## src/rtl/rv_ctrl_pkg.sv

```systemverilog
// rv_ctrl_pkg: opcodes, ALU op encodings, FSM states and opcode classes for the multicycle controller.
// RV_JUMP_EN (optional) adds the JAL class; the package is identical either way.
package rv_ctrl_pkg;
    localparam logic [6:0] OP_R   = 7'b0110011;
    localparam logic [6:0] OP_I   = 7'b0010011;
    localparam logic [6:0] OP_LW  = 7'b0000011;
    localparam logic [6:0] OP_SW  = 7'b0100011;
    localparam logic [6:0] OP_BEQ = 7'b1100011;
    localparam logic [6:0] OP_JAL = 7'b1101111;
    localparam logic [1:0] ALU_ADD   = 2'b00;
    localparam logic [1:0] ALU_SUB   = 2'b01;
    localparam logic [1:0] ALU_FUNCT = 2'b10;
    typedef enum logic [2:0] {FETCH, DECODE, EXEC, MEM, WB} state_t;
    typedef enum logic [2:0] {CL_ILL, CL_R, CL_I, CL_LW, CL_SW, CL_BEQ, CL_JAL} opclass_t;
    function automatic logic is_mem(input opclass_t c);
        return c == CL_LW || c == CL_SW;
    endfunction
endpackage

```

## src/rtl/multicycle_ctrl_if.sv

```systemverilog
// multicycle_ctrl_if: instruction/memory handshake and datapath strobes between controller and datapath.
interface multicycle_ctrl_if;
    logic [6:0] opcode;
    logic       halt, imem_ready, dmem_ready;
    logic       imem_req, dmem_req;
    logic       pc_write, ir_write, reg_write, mem_read, mem_write, mem_to_reg, alu_src, branch;
    logic [1:0] alu_op;
    logic       instr_done, illegal;
    modport master (
        input  opcode, halt, imem_ready, dmem_ready,
        output imem_req, dmem_req, pc_write, ir_write, reg_write, mem_read, mem_write,
               mem_to_reg, alu_src, branch, alu_op, instr_done, illegal
    );
    modport slave (
        output opcode, halt, imem_ready, dmem_ready,
        input  imem_req, dmem_req, pc_write, ir_write, reg_write, mem_read, mem_write,
               mem_to_reg, alu_src, branch, alu_op, instr_done, illegal
    );
endinterface

```

## src/rtl/mc_opclass_decode.sv

```systemverilog
// mc_opclass_decode: combinational opcode-to-class decode; JAL is recognised only with RV_JUMP_EN.
module mc_opclass_decode
    import rv_ctrl_pkg::*;
(
    input  logic [6:0] i_opcode,
    output opclass_t   o_class
);
    always_comb begin
        case (i_opcode)
            OP_R:    o_class = CL_R;
            OP_I:    o_class = CL_I;
            OP_LW:   o_class = CL_LW;
            OP_SW:   o_class = CL_SW;
            OP_BEQ:  o_class = CL_BEQ;
`ifdef RV_JUMP_EN
            OP_JAL:  o_class = CL_JAL;
`endif
            default: o_class = CL_ILL;
        endcase
    end
endmodule

```

## src/rtl/multicycle_ctrl.sv

```systemverilog
// multicycle_ctrl: five-state multicycle RISC-V control FSM (FETCH/DECODE/EXEC/MEM/WB).
// Defining RV_JUMP_EN adds JAL: EXEC loads the jump target into PC, WB writes the link register.
module multicycle_ctrl
    import rv_ctrl_pkg::*;
(
    input  logic                clk,
    input  logic                rst_n,
    multicycle_ctrl_if.master   bus
);
    state_t   r_state, w_next;
    opclass_t r_class, w_class;
    logic     w_imem_req, w_jal_pc;

    mc_opclass_decode u_dec (.i_opcode(bus.opcode), .o_class(w_class));

    always_ff @(posedge clk or negedge rst_n) begin
        if (!rst_n) r_state <= FETCH;
        else        r_state <= w_next;
    end

    always_ff @(posedge clk or negedge rst_n) begin
        if (!rst_n)                 r_class <= CL_ILL;
        else if (r_state == DECODE) r_class <= w_class;
    end

    always_comb begin
        w_next = FETCH;
        case (r_state)
            FETCH:   w_next = (!bus.halt && bus.imem_ready) ? DECODE : FETCH;
            DECODE:  w_next = (w_class == CL_ILL) ? FETCH : EXEC;
            EXEC:    w_next = is_mem(r_class) ? MEM : (r_class == CL_BEQ) ? FETCH : WB;
            MEM:     w_next = !bus.dmem_ready ? MEM : (r_class == CL_LW) ? WB : FETCH;
            default: w_next = FETCH;
        endcase
    end

    // rst_n gates the fetch request so nothing leaves the block while in reset
    assign w_imem_req = r_state == FETCH && !bus.halt && rst_n;
`ifdef RV_JUMP_EN
    assign w_jal_pc = r_state == EXEC && r_class == CL_JAL;
`else
    assign w_jal_pc = 1'b0;
`endif

    always_comb begin
        bus.imem_req   = w_imem_req;
        bus.ir_write   = w_imem_req && bus.imem_ready;
        bus.pc_write   = (w_imem_req && bus.imem_ready) || w_jal_pc;
        bus.illegal    = r_state == DECODE && w_class == CL_ILL;
        bus.alu_src    = r_state == EXEC && (r_class == CL_I || is_mem(r_class));
        bus.alu_op     = r_state != EXEC ? ALU_ADD :
                         (r_class == CL_R || r_class == CL_I) ? ALU_FUNCT :
                         (r_class == CL_BEQ) ? ALU_SUB : ALU_ADD;
        bus.branch     = r_state == EXEC && r_class == CL_BEQ;
        bus.dmem_req   = r_state == MEM;
        bus.mem_read   = r_state == MEM && r_class == CL_LW;
        bus.mem_write  = r_state == MEM && r_class == CL_SW;
        bus.reg_write  = r_state == WB;
        bus.mem_to_reg = r_state == WB && r_class == CL_LW;
        bus.instr_done = (r_state == EXEC && r_class == CL_BEQ) ||
                         (r_state == MEM && r_class == CL_SW && bus.dmem_ready) ||
                         r_state == WB;
    end
endmodule

```

## src/flat_wrapper.sv

```systemverilog
// flat-port wrapper written by rule: the top's interface ports become plain ports
module multicycle_ctrl_flat import rv_ctrl_pkg::*;
  (clk, rst_n, bus_opcode, bus_halt, bus_imem_ready, bus_dmem_ready, bus_imem_req, bus_dmem_req, bus_pc_write, bus_ir_write, bus_reg_write, bus_mem_read, bus_mem_write, bus_mem_to_reg, bus_alu_src, bus_branch, bus_alu_op, bus_instr_done, bus_illegal);
  multicycle_ctrl_if bus_i ();
  input  logic clk;
  input  logic rst_n;
  input wire logic [$bits(bus_i.opcode)-1:0] bus_opcode;
  input wire logic [$bits(bus_i.halt)-1:0] bus_halt;
  input wire logic [$bits(bus_i.imem_ready)-1:0] bus_imem_ready;
  input wire logic [$bits(bus_i.dmem_ready)-1:0] bus_dmem_ready;
  output wire logic [$bits(bus_i.imem_req)-1:0] bus_imem_req;
  output wire logic [$bits(bus_i.dmem_req)-1:0] bus_dmem_req;
  output wire logic [$bits(bus_i.pc_write)-1:0] bus_pc_write;
  output wire logic [$bits(bus_i.ir_write)-1:0] bus_ir_write;
  output wire logic [$bits(bus_i.reg_write)-1:0] bus_reg_write;
  output wire logic [$bits(bus_i.mem_read)-1:0] bus_mem_read;
  output wire logic [$bits(bus_i.mem_write)-1:0] bus_mem_write;
  output wire logic [$bits(bus_i.mem_to_reg)-1:0] bus_mem_to_reg;
  output wire logic [$bits(bus_i.alu_src)-1:0] bus_alu_src;
  output wire logic [$bits(bus_i.branch)-1:0] bus_branch;
  output wire logic [$bits(bus_i.alu_op)-1:0] bus_alu_op;
  output wire logic [$bits(bus_i.instr_done)-1:0] bus_instr_done;
  output wire logic [$bits(bus_i.illegal)-1:0] bus_illegal;
  assign bus_i.opcode = bus_opcode;
  assign bus_i.halt = bus_halt;
  assign bus_i.imem_ready = bus_imem_ready;
  assign bus_i.dmem_ready = bus_dmem_ready;
  assign bus_imem_req = bus_i.imem_req;
  assign bus_dmem_req = bus_i.dmem_req;
  assign bus_pc_write = bus_i.pc_write;
  assign bus_ir_write = bus_i.ir_write;
  assign bus_reg_write = bus_i.reg_write;
  assign bus_mem_read = bus_i.mem_read;
  assign bus_mem_write = bus_i.mem_write;
  assign bus_mem_to_reg = bus_i.mem_to_reg;
  assign bus_alu_src = bus_i.alu_src;
  assign bus_branch = bus_i.branch;
  assign bus_alu_op = bus_i.alu_op;
  assign bus_instr_done = bus_i.instr_done;
  assign bus_illegal = bus_i.illegal;
  multicycle_ctrl u_core (.clk(clk), .rst_n(rst_n), .bus(bus_i));
endmodule
```

## config.mk

```make
export PLATFORM = sky130hd
export DESIGN_NAME = multicycle_ctrl_flat
export DESIGN_NICKNAME = d
export VERILOG_FILES = /design/src/rtl/rv_ctrl_pkg.sv /design/src/rtl/multicycle_ctrl_if.sv /design/src/rtl/mc_opclass_decode.sv /design/src/rtl/multicycle_ctrl.sv /design/src/flat_wrapper.sv
export SDC_FILE = /design/constraint.sdc
export NUM_CORES = 1
export LEC_CHECK = 0
export BUFFER_PORTS_ARGS = -buffer_cell sky130_fd_sc_hd__buf_4
export CORE_AREA = 2 2 39 41
export CTS_CLUSTER_SIZE = 24
export DETAILED_ROUTE_END_ITERATION = 10
export DIE_AREA = 0 0 41 43
export GPL_ROUTABILITY_DRIVEN = 0
export HOLD_SLACK_MARGIN = 0.15
export PLACE_DENSITY = 0.73
export SETUP_SLACK_MARGIN = 0.1
export SLEW_MARGIN = 30
export SYNTH_ARGS = -nofsm -noshare
export SYNTH_HDL_FRONTEND = slang
export SYNTH_SLANG_ARGS = --single-unit
```

## constraint.sdc

```tcl
create_clock -name clk -period 1.65 [get_ports clk]
set_input_delay 0.0825 -clock clk [delete_from_list [all_inputs] [get_ports clk]]
set_output_delay 0.0825 -clock clk [all_outputs]
set_load 0.02 [all_outputs]
```

==> results by group <==
Place
  – Post-DP HPWL: roughly 990 um
  – Port bufs: 25
  – Setup WS pre-CTS: between 0.2 and 0.3 ns
  – DP Area: 729 sq um

Worst setup path
  – Critical path arrival: 1.53 ns
  – R2R Path End: u_core.r_class[1]$_DFFE_PN0P_
  – Worst Setup EP: bus_branch
  – Crit Path Category: flip-flop to primary output
  – CP max FO: 4
  – Critical path capture point type: primary output
  – Startpoint types: flip-flop
  – Worst reg2reg startpoint: u_core.r_state[2]$_DFF_PN0_
  – Worst R2R Setup Slack: 0.18 ns
  – Worst setup path start: u_core.r_state[2]$_DFF_PN0_
  – Critical path required time: 1.57 ns
  – Worst R2R Path Depth: 5

CTS
  – CTS Buffer Depth: 2
  – H-tree Lvls: 1
  – Num CTS Buffers: 3
  – Cell at the root of the clock tree: clkbuf_4
  – Clk Latency, worst-skew pair: 0.25 ns
  – CTS clock-pin slew for the worst setup and hold paths: 0.05 ns
  – Clock Sinks: 6
  – CTS tree: done

Drt
  – Number of vias per cell: around 5.4
  – Drt initial violations: 9
  – Via count: ~620
  – Per-cell routed wire length: roughly 14 um
  – Routed Antenna Nets: 0
  – TritonRoute pass-1 iters: 4
  – WL final: 1640 um
  – Drt drc: 0

STA
  – Slew HR: 72.2%
  – Slew Limit Fails: 0
  – Worst Clk Skew: roughly 0.0054 ns
  – Slew @ Worst Pin: between 0.4 and 0.5 ns
  – Fmax: roughly 620 MHz
  – Final worst setup slack: about 0.04 ns
  – Fin crit share: 97.6%
  – Final Hold Viols: 0
  – Setup_tns: 0 ns
  – Period minus WS final: 1.61 ns
  – Final setup fails: 0
  – RSZ-0062 raised after global routing: true

Power
  – Leak Pwr: 0.425 nW
  – Pwr/cell area: 429 nW/um^2
  – Total power: 0.402 mW
  – Worst vdd ir: 0.389 mV

Floorplanning
  – Die area: 1760 sq um
  – Die W: 41 um
  – Die Span Y: 43 um
  – Row cnt: 14
  – Initial Util: between 30% and 40%
  – Ports: 26
  – Core Footprint: about 1400 sq um

Layout
  – P&R area growth vs syn: 80.7%
  – Register area: 150 sq um
  – Ant diodes: 0
  – Layout cells sized above 1: a little under three fifths
  – Final Util: 67.6%
  – Leading cell type in the layout, fill and taps excluded: buf_4
  – Area of the multi-input gates: ~380 sq um
  – Fin nets: 114
  – Design area: 936 sq um
  – Commonest non-fill, non-tap cells in the layout: buf_4, dlygate4sd3_1, dfrtp_1
  – Fill count: ~110

Synthesis
  – Main synth FF type: dfrtp_1
  – Post-synth cell types: 35
  – Post-Syn Area: 518 sq um
  – Mapped Nets: 70
  – Ys async rst share: between 90% and 100%
  – Area share of the largest cell type after synthesis: 29.0%
  – Synth warnings: 0
  – Seq cells post-synth: 6
  – Post-synth EDFFs: 0
  – Cells after synthesis: 58
  – Area contributors post-synth: dfrtp_1, nand3b_1, or3b_4
  – Average size of a mapped cell: 8.93 sq um
  – Synth area leader: dfrtp_1
  – Sequential area share after synthesis: 29.0%

GRT
  – Gr ovfl total: 0
  – GRT Util Overall: 17.4%
  – First-pass GRT wire length: 2140 um
  – Initial antenna violation count: 0
  – Number of global-route vias before repair: about 510
  – Largest net degree at the start of global routing: 11

Worst hold path
  – Hold Path Class: input port to flip-flop

Job
  – Max Cap Viol: 0

Outcome
  – Status: completed
[report_power, final]
group          switching, mW  internal, mW
Clock                 0.0538        0.0823
Sequential           0.00298         0.151
Combinational         0.0472        0.0642
[how the worst min path moves through the flow]
stage                                                to  slack, ns      from  depth (start not counted)
after floorplan           u_core.r_class[0]$_DFFE_PN0P_      -0.21     rst_n                          0
after global placement    u_core.r_class[2]$_DFFE_PN0P_      -0.10     rst_n                          1
after detailed placement    u_core.r_state[0]$_DFF_PN0_      -0.10     rst_n                          1
after CTS                   u_core.r_state[0]$_DFF_PN0_       0.17  bus_halt                          4
after global routing        u_core.r_state[0]$_DFF_PN0_       0.21  bus_halt                          4
final                       u_core.r_state[0]$_DFF_PN0_       0.17  bus_halt                          4
[repair_timing]
| action | CTS | global route |
|---|---|---|
| buffers inserted | 4 | 5 |
| pin swaps | 2 | 2 |
| resized for setup | 1 | 12 |
| hold buffers | 6 | 0 |
| setup endpoints to repair | 4 | 9 |
| endpoints found under the hold margin | 10 | 0 |
[state kept, by name (all words and copies together) (netlist names)]
name and flops:
u_core.r_class 3, u_core.r_state 3
[worst max-delay path: stages (launching register included)]
cell and delay [ns]:
dfrtp_1 0.40, or3b_4 0.44, nor4bb_1 0.26, buf_4 0.18
[area by class of cell]
class,instances,share of cell area (%)
Multi-Input combinational cell,45,40.1
Timing Repair Buffer,44,38.5
Tap cell,16,2.14
Clock buffer,3,2.41
Sequential cell,6,16.0
Inverter,2,0.802
[Yosys cell counts (all sizes together) (2+ instances only)]
| cell | number |
|---|---|
| a21oi | 2 |
| nor2 | 2 |
| nor4bb | 2 |
| o21ai | 2 |
| or3b | 3 |
| inv | 2 |
| nand2b | 4 |
| nand2 | 4 |
| o21a | 2 |
| nand3b | 3 |
| nor2b | 3 |
| buf | 4 |
| dfrtp | 6 |
[metrics by stage]
stage | hold WS, ns | std cells
after floorplan | -0.213 | 58
after global placement | -0.104 | 98
after detailed placement | -0.103 | 98
after CTS | 0.175 | 111
after global routing | 0.214 | 116
final | 0.170 | 116
[per-layer routing]
metal | part of all wire (%) | global-route usage, %
met5 | 0 | 0
met4 | 0.79 | 4.00
met3 | 5.5 | 2.09
met2 | 52 | 29.7
met1 | 42 | 22.0
[logic make-up after synthesis]
family	Yosys count	share of synthesized area, %
buffers and inverters	7	7.00
flip-flops	6	29.0
AO/OA/AOI/OAI	14	20.5
AND/OR/NAND/NOR	29	40.1
XOR/XNOR	2	3.38
Power figures use the tool's default switching activity.
